[src/rtl/pixel_fetch.sv]
// pixel_fetch: framebuffer pixel fetch for a VGA-style raster.
//
// Tracks the raster position from the incoming active-low syncs, issues one
// framebuffer read per active pixel, and turns the returned RGB332 byte into
// DAC colour two cycles after the read.
//
// Ports:
//   CLK       in   single clock, all logic on posedge
//   NRST      in   synchronous active-low reset
//   H_SYNC    in   active-low horizontal sync from the sync generator
//   V_SYNC    in   active-low vertical sync from the sync generator
//   MEM_RD    out  framebuffer read strobe
//   MEM_ADDR  out  framebuffer pixel address (19 bit), valid with MEM_RD
//   MEM_DATA  in   RGB332 pixel, valid the cycle after MEM_RD
//   HS_OUT    out  H_SYNC delayed to match the pixel pipeline
//   VS_OUT    out  V_SYNC delayed to match the pixel pipeline
//   DE        out  display enable
//   VGA_R/G/B out  pixel colour (3/3/2 bit), zero outside DE
module pixel_fetch #(
  parameter int H_START  = 144,
  parameter int V_START  = 35,
  parameter int H_ACTIVE = 640,
  parameter int V_ACTIVE = 480
) (
  input  logic        CLK,
  input  logic        NRST,
  input  logic        H_SYNC,
  input  logic        V_SYNC,
  output logic        MEM_RD,
  output logic [18:0] MEM_ADDR,
  input  logic [7:0]  MEM_DATA,
  output logic        HS_OUT,
  output logic        VS_OUT,
  output logic        DE,
  output logic [2:0]  VGA_R,
  output logic [2:0]  VGA_G,
  output logic [1:0]  VGA_B
);

  // Window bounds widened to 11 bits so the exclusive upper limit can reach 1024.
  localparam logic [10:0] H_LO = 11'(H_START);
  localparam logic [10:0] H_HI = 11'(H_START + H_ACTIVE);
  localparam logic [10:0] V_LO = 11'(V_START);
  localparam logic [10:0] V_HI = 11'(V_START + V_ACTIVE);

  // Position counters stop at all-ones so a missing sync cannot wrap back
  // into the active window.
  function automatic logic [9:0] sat_inc(input logic [9:0] val);
    return (val == 10'h3FF) ? val : (val + 10'd1);
  endfunction

  logic        hs_r;
  logic        vs_r;
  logic        hs_d2_r;
  logic        hs_d3_r;
  logic        vs_d2_r;
  logic        vs_d3_r;
  logic [9:0]  h_pos_r;
  logic [9:0]  v_pos_r;
  logic        locked_r;
  logic [18:0] addr_cnt_r;
  logic        rd_d1_r;

  logic        h_fall_s;
  logic        v_fall_s;
  logic        h_in_s;
  logic        v_in_s;
  logic        active_s;

  // Sync edge detection and active-window decode.
  always_comb begin
    h_fall_s = ~H_SYNC & hs_r;
    v_fall_s = ~V_SYNC & vs_r;
    h_in_s   = ({1'b0, h_pos_r} >= H_LO) && ({1'b0, h_pos_r} < H_HI);
    v_in_s   = ({1'b0, v_pos_r} >= V_LO) && ({1'b0, v_pos_r} < V_HI);
    active_s = locked_r & h_in_s & v_in_s;
  end

  // Sync capture; the first stage doubles as the edge-detect register and
  // the chain is four deep to line the syncs up with the pixel pipeline.
  always_ff @(posedge CLK) begin
    if (!NRST) begin
      hs_r    <= 1'b0;
      hs_d2_r <= 1'b0;
      hs_d3_r <= 1'b0;
      HS_OUT  <= 1'b0;
      vs_r    <= 1'b0;
      vs_d2_r <= 1'b0;
      vs_d3_r <= 1'b0;
      VS_OUT  <= 1'b0;
    end else begin
      hs_r    <= H_SYNC;
      hs_d2_r <= hs_r;
      hs_d3_r <= hs_d2_r;
      HS_OUT  <= hs_d3_r;
      vs_r    <= V_SYNC;
      vs_d2_r <= vs_r;
      vs_d3_r <= vs_d2_r;
      VS_OUT  <= vs_d3_r;
    end
  end

  // Raster position and frame lock; a V fall overrides a coincident H fall
  // so the first line of a frame is line 0.
  always_ff @(posedge CLK) begin
    if (!NRST) begin
      h_pos_r  <= 10'd0;
      v_pos_r  <= 10'd0;
      locked_r <= 1'b0;
    end else begin
      if (h_fall_s) begin
        h_pos_r <= 10'd0;
      end else begin
        h_pos_r <= sat_inc(h_pos_r);
      end
      if (v_fall_s) begin
        v_pos_r <= 10'd0;
      end else if (h_fall_s) begin
        v_pos_r <= sat_inc(v_pos_r);
      end else begin
        v_pos_r <= v_pos_r;
      end
      if (v_fall_s) begin
        locked_r <= 1'b1;
      end else begin
        locked_r <= locked_r;
      end
    end
  end

  // Read strobe and address; the counter is cleared on every V fall so a
  // truncated frame cannot shift the next frame's addressing.
  always_ff @(posedge CLK) begin
    if (!NRST) begin
      MEM_RD     <= 1'b0;
      MEM_ADDR   <= 19'd0;
      addr_cnt_r <= 19'd0;
    end else begin
      MEM_RD <= active_s;
      if (active_s) begin
        MEM_ADDR <= addr_cnt_r;
      end else begin
        MEM_ADDR <= MEM_ADDR;
      end
      if (v_fall_s) begin
        addr_cnt_r <= 19'd0;
      end else if (active_s) begin
        addr_cnt_r <= addr_cnt_r + 19'd1;
      end else begin
        addr_cnt_r <= addr_cnt_r;
      end
    end
  end

  // Pixel capture: the byte arrives one cycle after the read, so DE and the
  // colour registers are loaded from the once-delayed read strobe.
  always_ff @(posedge CLK) begin
    if (!NRST) begin
      rd_d1_r <= 1'b0;
      DE      <= 1'b0;
      VGA_R   <= 3'd0;
      VGA_G   <= 3'd0;
      VGA_B   <= 2'd0;
    end else begin
      rd_d1_r <= MEM_RD;
      DE      <= rd_d1_r;
      if (rd_d1_r) begin
        VGA_R <= MEM_DATA[7:5];
        VGA_G <= MEM_DATA[4:2];
        VGA_B <= MEM_DATA[1:0];
      end else begin
        VGA_R <= 3'd0;
        VGA_G <= 3'd0;
        VGA_B <= 2'd0;
      end
    end
  end

endmodule

[config.mk]
export PLATFORM = sky130hd
export DESIGN_NAME = pixel_fetch
export DESIGN_NICKNAME = d
export VERILOG_FILES = /design/src/rtl/pixel_fetch.sv
export SDC_FILE = /design/constraint.sdc
export NUM_CORES = 1
export LEC_CHECK = 0
export ABC_AREA = 1
export CORE_MARGIN = 2
export CORE_UTILIZATION = 49
export DETAILED_ROUTE_END_ITERATION = 7
export PLACE_DENSITY = 0.76
export SYNTH_ARGS = -nofsm -noshare
export SYNTH_HDL_FRONTEND = slang
export SYNTH_SLANG_ARGS = --single-unit
export TNS_END_PERCENT = 10
[constraint.sdc]
create_clock -name CLK -period 4.6 [get_ports CLK]
set_clock_uncertainty 0.05 [all_clocks]
set_input_delay 0.69 -clock CLK [delete_from_list [all_inputs] [get_ports CLK]]
set_output_delay 0.69 -clock CLK [all_outputs]
set_load 0.05 [all_outputs]
## Word level (Yosys, flattened, before mapping)

Index checks and enable logic that the tools add are counted.

| operators by class | value |
|---|---|
| $add $sub $neg | 3 |
| order comparisons | 4 |
| eq/ne operators | 2 |
| bitwise logic cells | 8 |
| reductions and logical operators | 6 |

Operator list:

| cell | number |
|---|---|
| adder 10 x 1 -> 10 bit (second input constant) | 2 |
| == test 10 bit (second input constant) | 2 |
| less-than comparator 10 bit (second input constant) | 2 |
| adder 19 x 1 -> 19 bit (second input constant) | 1 |
| >= comparator 10 x 6 -> 1 bit (second input constant) | 1 |
| >= comparator 10 x 8 -> 1 bit (second input constant) | 1 |
| AND 1 bit | 4 |
| inverter 1 bit | 4 |
| AND reduction 2 bit | 2 |
| OR reduction 2 bit | 2 |
| logical AND 1 bit | 2 |

| word-level totals | value |
|---|---|
| flip-flop bits (word level) | 78 |
| output and inout port bits | 31 |
| logic and storage cells | 42 |

## Longest topological paths before layout

Gate-level depths: netlist of run 1.

| logic depth | value |
|---|---|
| depth after elaboration | 4 |
| depth in mapped cells | 11 |

## Worst setup path before layout of run 1

No wires, ideal clock.

| timing | value |
|---|---|
| path type | in2reg |
| start point | input NRST |
| end point | register h_pos_r[8] |
| setup time | 0.074 ns |
| arrival | 1.465 ns |
| data required time | 4.476 ns |
| slack | 3.010 ns |
| cell stages on the path | 5 |
| path buffers | 1 |
| path through | buf_2 clkinv_1 nor2_1 o21ai_0 a31oi_1 |

| on the way | value |
|---|---|
| word-level cells in the longest chain between the ends | 2 |

Ends and longest elaborated chain:

| element | line | text |
|---|---|---|
| start: declaration | 26 | `input logic NRST,` |
| inverter 1 bit (no source line) | - |  |
| OR reduction 2 bit (no source line) | - |  |
| end signal: assignment | 114 | `h_pos_r <= sat_inc(h_pos_r);` |
| end: declaration | 58 | `logic [9:0] h_pos_r;` |

Every way passes these cells.
A chain may end at the register's enable or synchronous reset.

## Final worst setup path of run 1

| timing | value |
|---|---|
| start point | register v_pos_r[0] |
| end point | register MEM_ADDR[17] |

| on the way | value |
|---|---|
| word-level cells in the longest chain between the ends | 3 |

Ends and longest elaborated chain:

| element | line | text |
|---|---|---|
| start: declaration | 59 | `logic [9:0] v_pos_r;` |
| start signal: assignment | 119 | `v_pos_r <= sat_inc(v_pos_r);` |
| start signal: assignment | 121 | `v_pos_r <= v_pos_r;` |
| >= comparator 10 x 6 -> 1 bit / less-than comparator 10 bit (equally long branches) | 75 | `v_in_s = ({1'b0, v_pos_r} >= V_LO) && ({1'b0, v_pos_r} < V_HI);` |
| logical AND 1 bit * | 75 |  |
| AND 1 bit * | 76 | `active_s = locked_r & h_in_s & v_in_s;` |
| end signal: assignment | 141 | `MEM_ADDR <= addr_cnt_r;` |
| end: declaration | 30 | `output logic [18:0] MEM_ADDR,` |

Mark *: on every way between the ends. The rest lies on a longest branch, timed or not.

==> results of run 1 <==
-- layout by cell type (no fill, tap or decap) --
master	synthesis	layout
nand2_1	121	121
o21ai_1	1	1
inv_6	0	1
clkinv_1	1	1
and3_1	1	1
nor2_2	3	3
nand4_1	7	7
nand3_1	26	26
clkdlybuf4s50_1	0	42
ha_1	4	4
o21bai_1	1	1
nor3_1	3	3
dfxtp_1	78	78
buf_4	4	3
xor2_1	8	8
bufinv_16	0	1
xnor2_1	10	10
a21oi_1	39	39
nor2_1	83	83
inv_1	51	51
clkbuf_8	0	10
nand2b_1	1	1
clkinvlp_4	0	3
or2_2	2	2
inv_2	1	1
nand2_2	1	1
a31oi_1	1	1
clkinv_4	0	1
o21ai_0	26	26
-- through the flow --
step / total power [mW] / std cells / setup slack [ns] / hold slack (ns) / utilization
after floorplan: 0.721 / 482 / 3.01 / 0.340 / -
after global placement: 0.738 / 594 / 2.20 / 0.344 / 0.571
after detailed placement: 0.739 / 594 / 2.13 / 0.351 / 0.571
after CTS: 1.26 / 610 / 2.27 / 0.366 / 0.602
after global routing: 1.29 / 610 / 1.96 / 0.387 / 0.602
final: 1.26 / 610 / 2.29 / 0.362 / 0.602
-- worst paths after layout --
path         slack [ns]                         to               startpoint  cells past startpoint
max                2.29  MEM_ADDR[17]$_SDFFE_PN0P_  v_pos_r[0]$_SDFFE_PP0P_                      9
min                0.36         vs_d3_r$_SDFF_PN0_       vs_d2_r$_SDFF_PN0_                      2
max reg2reg        2.29  MEM_ADDR[17]$_SDFFE_PN0P_  v_pos_r[0]$_SDFFE_PP0P_                      9
min reg2reg        0.36         vs_d3_r$_SDFF_PN0_       vs_d2_r$_SDFF_PN0_                      2
-- registers in the layout, summed over array words and instances (netlist names), 2 cells and up --
| register | cells |
|---|---|
| addr_cnt_r | 19 |
| MEM_ADDR | 19 |
| VGA_R | 3 |
| VGA_B | 2 |
| VGA_G | 3 |
| v_pos_r | 10 |
| h_pos_r | 10 |
-- synthesized netlist by cell type, drive strengths merged --
library cell / instances
clkinv: 1
nor2: 86
ha: 4
a21oi: 39
o21bai: 1
buf: 9
a31oi: 1
xnor2: 10
nor3: 3
nand3: 26
xor2: 8
inv: 52
o21ai: 27
or2: 2
clkbuf: 4
and3: 1
nand4: 7
nand2b: 1
dfxtp: 78
nand2: 122
-- worst register-to-register path, stage by stage, from the launching register on --
cell and delay (ns):
dfxtp_1 0.38, ha_1 0.26, nor2_1 0.10, nand2_1 0.08
nor2_1 0.10, nor2_1 0.04, nor2_1 0.09, nand2_1 0.67
nor2_1 0.35, nor2_1 0.08
-- per-layer routing --
| layer | wire length [um] | share of wire | vias to the layer above | global-route usage |
|---|---|---|---|---|
| met5 | 0 | 0 | - | 0 |
| met2 | 3200 | 0.45 | 83 | 0.329 |
| met4 | 151 | 0.021 | 0 | 0.0965 |
| met1 | 3430 | 0.48 | 1362 | 0.249 |
| li1 | - | - | 1593 | - |
| met3 | 367 | 0.051 | 16 | 0.0379 |
-- power groups by stage --
stage / Clock, mW / Combinational (mW) / Sequential (mW)
3_5_place_dp: 0 / 0.0384 / 0.700
2_1_floorplan: 0 / 0.0208 / 0.700
4_1_cts: 0.540 / 0.0390 / 0.684
3_3_place_gp: 0 / 0.0378 / 0.700
6_report: 0.534 / 0.0388 / 0.684
5_1_grt: 0.565 / 0.0438 / 0.685
-- logic make-up after synthesis --
family          count (synthesis)
xor+xnor                       18
flops                          78
fa+ha+maj                       4
simple gates                  248
compound gates                 68
buf+inv                        66
-- layout make-up --
cell class / count / area (um^2) / area share
clock inverter: 6 / 70.1 / 0.0172
tap: 80 / 100 / 0.0246
clock buffer: 10 / 138 / 0.0338
timing repair buffer: 45 / 443 / 0.109
inverter: 53 / 199 / 0.0489
multi-input combinational: 338 / 1560 / 0.383
sequential: 78 / 1560 / 0.384
==> results_dict.tcl, run 1 <==
set metrics [dict create \
    status "complete, no violations" \
    p_comb_frac 0.031 \
    root_buffer "clkbuf_8" \
    finalSetupViolCount 0 \
    cp.arrival_ns 2.50 \
    grt_first_pass_wirelength_um 12200 \
    path_buf_inv 0 \
    cts_num_sinks 78 \
    holdBufCountCts 0 \
    finalNetCount 541 \
    hold_violations 0 \
    synth_top_family_by_area "simple AND/OR/NAND/NOR gates" \
    n_fill_cell 605 \
    rsz0062_at_grt "false" \
    dieArea_mm2 0.00762 \
    wirelength_um 7150 \
    cap_violations 0 \
    max_freq_ghz 0.433 \
    synth_seq_cells 78 \
    htree_levels 3 \
    clk_latency_ns 0.36 \
    timing.slew.headroom 0.221 \
    ir_drop_mv 0.153 \
    dp_hpwl_um 4860 \
    clock_path_buffers 2 \
    crit_chain "ha_1 > nor2_1 > nand2_1 > nor2_1 > nor2_1 > nor2_1 > nand2_1 > nor2_1 > nor2_1" \
    synthesis.area_mm2 0.00340 \
    tightest_slew_ns 1.17 \
    gp_congestion 0.872 \
    dpl_cell_area_mm2 0.00386 \
    dieHeight_um 87.3 \
    min_period_ns 2.31 \
    antenna_found_initial 0 \
    drtIter0Drc 164 \
    slowest_delay_ns 0.67 \
    drive_gt1_frac 0.0491 \
    synth_fa_ha_area_frac 0.0147 \
    path_clk_slew_ns 0.08 \
    area_delta_synth_final_pct 19.7 \
    hold_class "reg2reg" \
    dr.pass1.iters 5 \
    drt-vias-per-instance 5.01 \
    synth-compound-area-share 0.101 \
    num_vias 3054 \
    synth_top_area_cell "dfxtp_1" \
    grt_overflow 0 \
    maxSlewViolCount 0 \
    power.internal_mw 0.964 \
    critical_path.slowest_cell "nand2_1" \
    power_switching_share 0.233 \
    synthDominantCellAreaShare 0.459 \
    synthSimpleGateAreaFrac 0.296 \
    crit_family "simple AND/OR/NAND/NOR gates" \
    final_cell_area_mm2 0.00407 \
    syn_nets 498 \
    synth.yosys.seq_area_share 0.459 \
    synth_warnings 0 \
    grt_pass1_vias 2830 \
    leakage_nw 1.68 \
    cp.required_ns 4.79 \
    crit_top_cell "nor2_1" \
    endpoint_kind "flop" \
    period_share 0.502 \
    io_pins 43 \
    routedWlPerCell_um 11.7 \
    grt_max_degree 39 \
    worstSetupPathType "reg2reg" \
    port_buffers 42 \
    synthXorXnorAreaFrac 0.0464 \
    cts_tree "done" \
    synth_cell_type_count 26 \
    seqPwrFrac 0.544 \
    cts_setup_buffers 0 \
    netlist_instances 482 \
    fin_setup_tns_ns 0 \
    final_antenna_net_count 0 \
    p_switching_mw 0.293 \
    die_w_um 87.3 \
    remaining_drc_errors 0 \
    muxShareOfSynthArea 0 \
    grtUsageTotal 0.199 \
    start_util 0.503 \
    cp-start-kind "flop" \
    diodes 0 \
    row_count 30 \
    cp_max_fo 38 \
    yosys-top-cells-area "dfxtp_1 (46%), nand2_1 (13%), nor2_1 (9.2%)" \
    core-area_mm2 0.00676 \
    cts.repair.resized 0 \
    clkPwrFrac 0.425 \
    avgSynthCellArea_um2 7.05 \
    numCtsBuffers 9 \
    power_density_mw_per_mm2 309 \
]
Power figures use the tool's default switching activity.
==> inputs of run 2 (changes only) <==
==> constraint.sdc (replaced) <==
create_clock -name CLK -period 2.3 [get_ports CLK]
set_clock_uncertainty 0.05 [all_clocks]
set_input_delay 0.345 -clock CLK [delete_from_list [all_inputs] [get_ports CLK]]
set_output_delay 0.345 -clock CLK [all_outputs]
set_load 0.05 [all_outputs]
==> results_dict.tcl, run 2 (same netlist as run 1, synthesis figures left out) <==
set metrics [dict create \
    drive_gt1_frac 0.0490 \
    core-area_mm2 0.00676 \
    cp.arrival_ns 1.55 \
    die_w_um 87.3 \
    ir_drop_mv 0.310 \
    finalNetCount 543 \
    numCtsBuffers 9 \
    regToRegSetupSlack_ns 0.45 \
    cts_setup_buffers 0 \
    cap_violations 0 \
    period_share 0.845 \
    cp-start-kind "flop" \
    timing.slew.headroom 0.647 \
    routedWlPerCell_um 11.7 \
    critical_path.slowest_cell "clkdlybuf4s50_1" \
    grt_max_degree 39 \
    start_util 0.503 \
    clk_latency_ns 0.35 \
    dieHeight_um 87.3 \
    drt-vias-per-instance 5.05 \
    dp_hpwl_um 4950 \
    finalSetupViolCount 0 \
    port_buffers 42 \
    final_cell_mix "nand2_1 (121), nor2_1 (83), dfxtp_1 (78), inv_1 (51), clkdlybuf4s50_1 (42)" \
    max_freq_ghz 0.515 \
    worstSetupPathType "reg2out" \
    grt_first_pass_wirelength_um 12200 \
    maxSlewViolCount 0 \
    crit_chain "clkdlybuf4s50_1" \
    final_common_cell "nand2_1" \
    cp_max_fo 2 \
    endpoint_kind "primary output" \
    dieArea_mm2 0.00762 \
    min_period_ns 1.94 \
    leakage_nw 1.69 \
    cts_tree "done" \
    remaining_drc_errors 0 \
    fin_util 0.601 \
    fin_setup_tns_ns 0 \
    regArea_mm2 0.00156 \
    root_buffer "clkbuf_8" \
    hold_violations 0 \
    power_density_mw_per_mm2 600 \
    cp.required_ns 1.90 \
    p_total_mw 2.44 \
    dr.pass1.iters 4 \
    wirelength_um 7170 \
    crit_family "buffers and inverters" \
    n_fill_cell 603 \
    htree_levels 3 \
    rsz0062_at_grt "false" \
    path_buf_inv 1 \
    slowest_delay_ns 0.82 \
    holdBufCountCts 0 \
    top_regs "MEM_ADDR (19), addr_cnt_r (19)" \
    status "complete, no violations" \
    drtIter0Drc 153 \
    row_count 30 \
    antenna_found_initial 0 \
    gp_congestion 0.873 \
    multi_input_area_mm2 0.00156 \
    tightest_slew_ns 0.528 \
    io_pins 43 \
    hold_class "reg2reg" \
    path_clk_slew_ns 0.08 \
    num_vias 3083 \
    grt_overflow 0 \
    cts.repair.resized 0 \
    clock_path_buffers 2 \
    cts_num_sinks 78 \
    grt_pass1_vias 2904 \
    diodes 0 \
    area_delta_synth_final_pct 19.5 \
    grtUsageTotal 0.203 \
    final_antenna_net_count 0 \
]
==> run 2: final timing paths <==
| check | cells past startpoint | start | endpoint |
|---|---|---|---|
| min reg2reg | 2 | vs_d2_r$_SDFF_PN0_ | vs_d3_r$_SDFF_PN0_ |
| max reg2reg | 11 | v_pos_r[0]$_SDFFE_PP0P_ | addr_cnt_r[0]$_SDFFE_PP0P_ |
| min | 2 | vs_d2_r$_SDFF_PN0_ | vs_d3_r$_SDFF_PN0_ |
| max | 1 | MEM_ADDR[18]$_SDFFE_PN0P_ | MEM_ADDR[18] |
==> run 2: cell type report <==
cell class	instances	area share
Clock buffer	11	0.0348
Clock inverter	4	0.0117
Inverter	53	0.0490
Multi-Input combinational cell	338	0.383
Sequential cell	78	0.384
Tap cell	80	0.0246
Timing Repair Buffer	47	0.113
==> run 2: through the flow <==
stage	std cells	hold WS (ns)	instance area, um^2	setup slack [ns]
3_5_place_dp	596	0.356	3870	0.465
4_1_cts	611	0.376	4060	0.360
3_3_place_gp	596	0.344	3870	0.531
6_report	611	0.370	4060	0.358
5_1_grt	611	0.387	4060	0.216
2_1_floorplan	482	0.340	3400	0.711
==> run 2: power by group <==
| group | total, mW | internal, mW | leakage, nW | switching (mW) |
|---|---|---|---|---|
| clock network | 0.991 | 0.521 | 0.0952 | 0.470 |
| logic | 0.0793 | 0.0336 | 0.965 | 0.0457 |
| registers | 1.37 | 1.36 | 0.630 | 0.00847 |
| total | 2.44 | 1.92 | 1.69 | 0.524 |
==> run 2: layer usage <==
metal | track usage | vias to the layer above | share of wire
met3 | 0.0588 | 18 | 0.054
met4 | 0.0923 | 0 | 0.027
met2 | 0.329 | 90 | 0.44
li1 | - | 1602 | -
met1 | 0.248 | 1373 | 0.48
met5 | 0 | - | 0
==> inputs of run 3 (changes only) <==
--- a/config.mk
+++ b/config.mk
@@ -9,7 +9,7 @@
 export CORE_MARGIN = 2
 export CORE_UTILIZATION = 49
 export DETAILED_ROUTE_END_ITERATION = 7
-export PLACE_DENSITY = 0.76
+export PLACE_DENSITY = 0.79
 export SYNTH_ARGS = -nofsm -noshare
 export SYNTH_HDL_FRONTEND = slang
 export SYNTH_SLANG_ARGS = --single-unit
==> constraint.sdc (replaced) <==
create_clock -name CLK -period 1.6 [get_ports CLK]
set_clock_uncertainty 0.05 [all_clocks]
set_input_delay 0.24 -clock CLK [delete_from_list [all_inputs] [get_ports CLK]]
set_output_delay 0.24 -clock CLK [all_outputs]
set_load 0.05 [all_outputs]
==> results_dict.tcl, run 3 (same netlist as run 1, synthesis figures left out) <==
set metrics [dict create \
    max_freq_ghz 0.642 \
    dp_hpwl_um 5120 \
    grt_pass1_vias 2783 \
    antenna_found_initial 0 \
    dieArea_mm2 0.00762 \
    io_pins 43 \
    worstSetupPathType "reg2reg" \
    clk_latency_ns 0.36 \
    row_count 30 \
    grt_overflow 0 \
    finalNetCount 565 \
    gp_congestion 0.956 \
    final_common_cell "nand2_1" \
    rsz0062_at_grt "true" \
    period_share 0.974 \
    endpoint_kind "flop" \
    routedWlPerCell_um 12.9 \
    grt_first_pass_wirelength_um 12200 \
    area_delta_synth_final_pct 31.3 \
    hold_violations 0 \
    drt-vias-per-instance 5.19 \
    path_clk_slew_ns 0.08 \
    tightest_slew_ns 0.516 \
    grt_max_degree 39 \
    dr.pass1.iters 5 \
    reg2reg_depth 10 \
    timing.hold.ws_ns 0.350 \
    final_cell_area_mm2 0.00446 \
    num_vias 3290 \
    worst_slack_ns 0.0412 \
    diodes 0 \
    drive_gt1_frac 0.193 \
    power_density_mw_per_mm2 915 \
    numCtsBuffers 9 \
    fin_setup_tns_ns 0 \
    cts_num_sinks 78 \
    top_regs "MEM_ADDR (19), addr_cnt_r (19)" \
    timing.slew.headroom 0.655 \
    htree_levels 3 \
    cp.required_ns 1.79 \
    port_buffers 42 \
    cp.arrival_ns 1.75 \
    ir_drop_mv 0.408 \
    fin_util 0.661 \
    dp.cells 614 \
    root_buffer "clkbuf_8" \
    final_antenna_net_count 0 \
    cts_tree "done" \
    core-area_mm2 0.00676 \
    grtUsageTotal 0.204 \
    cp-start-kind "flop" \
    cts_setup_buffers 0 \
    remaining_drc_errors 0 \
    final_cell_mix "nand2_1 (118), dfxtp_1 (73), nor2_1 (70), buf_4 (51), inv_1 (50)" \
    finalSetupViolCount 0 \
    slowest_delay_ns 0.34 \
    leakage_nw 1.96 \
    cp_max_fo 9 \
    start_util 0.503 \
    p_total_mw 4.08 \
    critical_path.slowest_cell "dfxtp_2" \
    dieHeight_um 87.3 \
    min_path_cells 3 \
    dpl_cell_area_mm2 0.00396 \
    hold_class "in2reg" \
    n_fill_cell 533 \
    cap_violations 0 \
    stdcell_count 634 \
    min_period_ns 1.56 \
    crit_chain "ha_4 > nor2_2 > nand2_1 > nor2_1 > nor2_1 > nor2_2 > nand2_4 > clkbuf_16 > nand2_1 > a21oi_1" \
    drtIter0Drc 213 \
    dp_worst_setup_slack_ns -0.125 \
    die_w_um 87.3 \
    clock_path_buffers 2 \
    status "complete, no violations" \
    wirelength_um 8210 \
    maxSlewViolCount 0 \
]
[run 3: cell types whose count changed in the layout (fill, tap and decap cells not counted), sizes merged]
cell	before	now
bufinv	1	4
clkbuf	11	14
clkdlybuf4s50	42	11
clkinv	3	1
inv	52	53
buf	5	55
clkinvlp	1	0
[run 3: area by class of cell]
cell class / count / area (um^2) / area share
Inverter: 53 / 204 / 0.0457
Multi-Input combinational cell: 338 / 1680 / 0.377
Clock buffer: 11 / 141 / 0.0317
Timing Repair Buffer: 69 / 639 / 0.143
Tap cell: 80 / 100 / 0.0224
Sequential cell: 78 / 1570 / 0.351
Clock inverter: 5 / 129 / 0.0289
[run 3: layer usage]
| metal | up-vias | share of wire | track usage |
|---|---|---|---|
| li1 | 1646 | - | - |
| met1 | 1510 | 0.46 | 0.274 |
| met2 | 121 | 0.45 | 0.309 |
| met3 | 13 | 0.072 | 0.0540 |
| met4 | 0 | 0.015 | 0.0839 |
| met5 | - | 0 | 0 |
[run 3: what timing repair did]
action / CTS / global route
pin swaps: 0 / 3
resized for setup: 5 / 39
setup endpoints to repair: 24 / 52
hold buffers: 0 / 0
gates cloned: 0 / 4
[run 3: path summary, 6_finish.rpt]
check / startpoint / slack [ns] / to
max: v_pos_r[0]$_SDFFE_PP0P_ / 0.04 / addr_cnt_r[2]$_SDFFE_PP0P_
min: MEM_DATA[5] / 0.35 / VGA_R[0]$_SDFF_PN0_
max reg2reg: v_pos_r[0]$_SDFFE_PP0P_ / 0.04 / addr_cnt_r[2]$_SDFFE_PP0P_
min reg2reg: hs_d2_r$_SDFF_PN0_ / 0.36 / hs_d3_r$_SDFF_PN0_
[run 3: critical path: cells and delay by family (launching register included)]
kind,cells,cell delay [ns]
compound gates,1,0.06
buf+inv,1,0.19
fa+ha+maj,1,0.17
simple gates,7,0.63
flops,1,0.34
[run 3: power by group]
group	switching (mW)	internal [mW]	total (mW)
clock network	0.746	1.24	1.99
logic	0.0735	0.0542	0.128
registers	0.0112	1.96	1.97
